`src/rtl/btn_debounce.sv`:
```
// btn_debounce: push-button conditioning between the board pins and the CPU bus.
// Each button has its own channel: a two-flop synchroniser, a stability counter
// that accepts a new level only after DB_LIMIT consecutive differing samples,
// a one-cycle press pulse on accepted 0->1 transitions, and a sticky
// "pressed since last clear" flag that the CPU clears through a masked strobe.
// All outputs come straight from flops.

module btn_debounce #(
  parameter int N_BTN    = 5,
  parameter int CNT_W    = 20,
  parameter int DB_LIMIT = 1000000
) (
  input  logic             clk,
  input  logic             rst,
  input  logic [N_BTN-1:0] btn_i,
  input  logic             clr_we,
  input  logic [N_BTN-1:0] clr_mask,
  output logic [N_BTN-1:0] btn_level,
  output logic [N_BTN-1:0] btn_press,
  output logic [N_BTN-1:0] btn_event
);

  // Terminal count: the DB_LIMIT-th consecutive differing sample flips the
  // level, so the counter never needs to hold DB_LIMIT itself and cannot wrap.
  localparam logic [CNT_W-1:0] CNT_TOP = CNT_W'(DB_LIMIT - 1);
  localparam logic [CNT_W-1:0] CNT_ONE = CNT_W'(1);

  // Synchroniser stages; sync_s2 is the first sample safe to use in logic.
  logic [N_BTN-1:0] sync_s1;
  logic [N_BTN-1:0] sync_s2;

  // Per-button stability counters, current and next.
  logic [CNT_W-1:0] cnt_q [N_BTN];
  logic [CNT_W-1:0] cnt_d [N_BTN];

  // Next-state values for the registered outputs.
  logic [N_BTN-1:0] level_d;
  logic [N_BTN-1:0] press_d;
  logic [N_BTN-1:0] event_d;
  logic [N_BTN-1:0] clr_bits;

  // Two-flop synchroniser for the asynchronous button pins.
  always_ff @(posedge clk or posedge rst) begin
    if (rst) begin
      sync_s1 <= '0;
      sync_s2 <= '0;
    end else begin
      // NOTE: non-blocking so sync_s2 takes the previous sync_s1; a blocking
      // assignment would collapse both stages into a single flop.
      sync_s1 <= btn_i;
      sync_s2 <= sync_s1;
    end
  end

  // Stability counter and level acceptance: agreement restarts the count,
  // a full run of disagreement adopts the synchronised sample.
  always_comb begin
    // NOTE: every signal driven here gets a default first, so no path can
    // leave it unassigned and infer a latch.
    level_d = btn_level;
    for (int i = 0; i < N_BTN; i++) begin
      cnt_d[i] = '0;
      if (sync_s2[i] != btn_level[i]) begin
        if (cnt_q[i] == CNT_TOP) begin
          level_d[i] = sync_s2[i];
        end else begin
          cnt_d[i] = cnt_q[i] + CNT_ONE;
        end
      end
    end
  end

  // Press pulse and sticky flag: a press on the same edge as a clear wins so
  // that no event is ever lost; an all-zero mask or idle strobe clears nothing.
  always_comb begin
    press_d  = level_d & ~btn_level;
    clr_bits = {N_BTN{clr_we}} & clr_mask;
    event_d  = press_d | (btn_event & ~clr_bits);
  end

  // Counter state; cleared by reset so a mid-count reset starts from zero.
  always_ff @(posedge clk or posedge rst) begin
    if (rst) begin
      // NOTE: this array is a bank of ordinary flops, not a RAM, so it is
      // reset explicitly; a stale count surviving reset would shorten the
      // first debounce after reset release.
      for (int i = 0; i < N_BTN; i++) begin
        cnt_q[i] <= '0;
      end
    end else begin
      for (int i = 0; i < N_BTN; i++) begin
        cnt_q[i] <= cnt_d[i];
      end
    end
  end

  // Registered outputs: filtered level, press pulse and sticky flags.
  always_ff @(posedge clk or posedge rst) begin
    if (rst) begin
      btn_level <= '0;
      btn_press <= '0;
      btn_event <= '0;
    end else begin
      btn_level <= level_d;
      btn_press <= press_d;
      btn_event <= event_d;
    end
  end

endmodule

```
`config.mk`:
```
export PLATFORM = sky130hd
export DESIGN_NAME = btn_debounce
export DESIGN_NICKNAME = d
export VERILOG_FILES = /design/src/rtl/btn_debounce.sv
export SDC_FILE = /design/constraint.sdc
export NUM_CORES = 1
export LEC_CHECK = 0
export ABC_CLOCK_PERIOD_IN_PS = 5300
export BUFFER_PORTS_ARGS = -buffer_cell sky130_fd_sc_hd__buf_2
export CORE_ASPECT_RATIO = 2
export CORE_MARGIN = 1
export CORE_UTILIZATION = 61
export CTS_CLUSTER_DIAMETER = 100
export DETAILED_ROUTE_END_ITERATION = 12
export PLACE_DENSITY = 0.82
export REMOVE_ABC_BUFFERS = 1
export SLEW_MARGIN = 20
export SYNTH_ARGS = -nofsm -noshare
export SYNTH_HDL_FRONTEND = slang
export SYNTH_SLANG_ARGS = --single-unit
```
`constraint.sdc`:
```
create_clock -name clk -period 5.3 [get_ports clk]
set_clock_uncertainty 0.2 [all_clocks]
set_input_delay 0.795 -clock clk [delete_from_list [all_inputs] [get_ports clk]]
set_output_delay 0.795 -clock clk [all_outputs]
set_load 0.05 [all_outputs]
```
==> out/qor.yml <==
status:
  status: "complete, but fails checks"
  violations: "DRC"
clock_tree:
  cts_tree: "done"
  clockBufferDepth: 2
  cts_root_buffer: "clkbuf_16"
  clkTransAtPathRegs_ns: 0.05
  post_cts_resized: 0
  cts_setup_buffers: 0
  clock_latency_ns: 0.41
  cts_buffers: 17
  htree_levels: 4
  cts_hold_buf: 0
  cts_sinks: 125
cells_and_area:
  fin_nets: 630
  drive_gt1_share_pct: 12.0
  stdcell_area_um2: 6670
  diodes: 0
  fin_cells: 729
  syn2layout_area_growth_pct: 13.5
  final_core_util_pct: 71.5
critical_path:
  startpoint: "cnt_q[72]"
  crit_path_end: "cnt_q[67]"
  ff2ff_path_depth: 4
  arrival_ns: 2.70
  crit_family: "simple AND/OR/NAND/NOR gates"
  cpPeakStageDelay_ns: 0.62
  crit_buf_inv: 0
  worstPathCellList: "or4b_1 -> or4_1 -> o21ai_2 -> nor2_1"
  crit_path_start_kind: "register"
  r2r_end: "cnt_q[67]"
  crit_path_end_kind: "register"
  r2r_slack_ns: 2.65
  worstSetupPathType: "register to register"
  worstReg2RegStart: "cnt_q[72]"
  crit_cells: 4
  cp_slowest_cell: "o21ai_2"
  cp_max_fo: 20
  required_ns: 5.35
sta:
  slew_viol_final: 0
  tightest_slew_ns: 0.766
  period_share_pct: 49.9
  fin_hold_ws_ns: 0.152
  finalSetupViolations: 0
  fin_tns_setup_ns: 0
  slew_headroom_pct: 48.9
  fmax_mhz: 378
  fin_crit_ns: 2.65
  rsz0062_at_grt: "no"
  setup_ws_ns: 2.65
  timing_hold_violations_final: 0
logic_synthesis:
  synth_most_common_cell: "dfrtp_1"
  netlist_top_cells_count: "dfrtp_1 (125), nor2_1 (75), nand3_1 (41)"
  synth_area_leader_cell: "dfrtp_1"
  syn_area_um2: 5870
  yosys_warnings: 0
  ys_seq_area_share_pct: 53.3
  ys_ff_latch: 125
  synth_edf_count: 0
  dominantRegCellSynth: "dfrtp_1"
  syn_inst: 579
  synth-async-reset-ratio_pct: 100
  syn_avg_cell_area_um2: 10.1
  synth_top_area_share_pct: 53.3
  synthTopCellsByArea: "dfrtp_1 (53%), xor2_1 (5.4%), nor2_1 (4.8%), xnor2_1 (4.2%), nand3_1 (3.5%)"
  synth_cell_types: 40
job:
  maxCapViolations: 0
worst_hold_path:
  hold_class: "register to register"
  hp-start: "sync_s1[4]"
grt:
  grt.total_usage_pct: 25.7
  grt_pass1_vias: 4605
  grt_pass1_wl_um: 20200
  grt_antenna_before_repair: 0
  grt_max_degree: 88
  overflow: 0
power_and_ir_drop:
  powerDensity_nw_per_um2: 321
  seqPwrFrac_pct: 45.9
  swShare_pct: 20.7
  p_clk_share_pct: 51.3
  power_leakage_nw: 2.86
  switchingPower_mw: 0.442
  p_total_mw: 2.14
  p_int_mw: 1.70
  ir_drop_v: 0.000282
  combPwrFrac_pct: 2.7
floorplanning:
  core_um2: 9320
  start_util_pct: 63.0
  placementRows: 50
  num_io_pins: 28
  dieArea_um2: 10000
  die_w_um: 71.4
  die-height_um: 141
route:
  via_per_inst: 6.10
  wl_per_cell_um: 15.6
  drc: 3
  first_pass_iters: 8
  num_vias: 4447
  drtIter0Drc: 155
  drt_wl_total_um: 11400
  ant_nets: 0
placed_design:
  port_buffers: 27
  dp_hpwl_um: 7940
  pre_cts_ws_ns: 2.66
  place_area_um2: 6100
  gp_congestion: 0.838
  dp_cells: 697
## registers in the layout (all words and copies together) (netlist names)
register,count
btn_event,5
btn_level,5
btn_press,5
cnt_q,100
sync_s1,5
sync_s2,5
## layout by cell type (no fill, tap or decap), types with 2 or more instances in the layout
cell type | netlist | layout
dfrtp_1 | 125 | 125
nor2_1 | 75 | 75
nand3_1 | 41 | 41
xor2_1 | 36 | 36
nand2_1 | 33 | 33
a21oi_1 | 30 | 30
xnor2_1 | 28 | 28
buf_2 | 5 | 27
nand4_1 | 20 | 20
or4_1 | 19 | 19
or3_1 | 18 | 18
o21ai_0 | 18 | 18
clkbuf_16 | 0 | 17
inv_1 | 17 | 16
o31ai_1 | 16 | 14
and3_1 | 12 | 12
nor4_1 | 10 | 10
nor3_1 | 10 | 10
and4_1 | 9 | 9
nor4b_1 | 6 | 6
clkbuf_1 | 9 | 6
nand2b_1 | 5 | 5
ha_1 | 5 | 5
and2_1 | 4 | 4
mux2_2 | 4 | 4
clkinv_2 | 0 | 4
or4b_2 | 3 | 3
a21o_1 | 3 | 3
or2_2 | 3 | 3
buf_4 | 0 | 3
or4b_1 | 2 | 2
o31ai_2 | 0 | 2
a32o_1 | 2 | 2
clkbuf_8 | 0 | 2
bufinv_16 | 0 | 2
## layout make-up
| class | instances | area (um^2) |
|---|---|---|
| clock inverter | 7 | 87.6 |
| multi-input combinational | 421 | 2620 |
| tap | 104 | 130 |
| sequential | 125 | 3130 |
| clock buffer | 25 | 475 |
| timing repair buffer | 30 | 158 |
| fill | 671 | 2660 |
| inverter | 17 | 68.8 |
## power by group through the flow
stage                     combinational [mW]  clock (mW)  sequential (mW)
after CTS                             0.0608        1.11            0.983
after detailed placement              0.0605           0            0.999
after global routing                  0.0687        1.16            0.985
after floorplan                       0.0406           0            0.996
after global placement                0.0580           0            0.999
final                                 0.0587        1.10            0.983
## logic make-up (layout without fill, tap and decap cells)
| logic type | count (synthesis) | count (layout) | synth area share, % |
|---|---|---|---|
| simple gates | 276 | 276 | 25.6 |
| flops | 125 | 125 | 53.3 |
| compound gates | 72 | 72 | 7.37 |
| xor+xnor | 64 | 64 | 9.55 |
| buf+inv | 33 | 79 | 2.37 |
| fa+ha+maj | 5 | 5 | 1.07 |
| mux | 4 | 4 | 0.767 |
## how the worst min path moves through the flow
stage / to / slack (ns) / depth (start not counted)
after global placement: sync_s2[0] / 0.14 / 0
after CTS: sync_s2[4] / 0.16 / 0
after global routing: sync_s2[4] / 0.16 / 0
after floorplan: sync_s2[0] / 0.13 / 0
after detailed placement: sync_s2[4] / 0.14 / 0
final: sync_s2[4] / 0.15 / 0
## layer usage
layer  vias up  part of all wire, %  wire length (um)  GRT usage (%)
met2        80                   56              6370           46.6
met1      2204                   39              4470           27.4
met3        18                  3.1               353           6.36
met4         0                  1.9               212           11.7
met5         -                    0                 0              0
li1       2145                    -                 -              -
No activity file was read; power rests on OpenSTA's default activity.
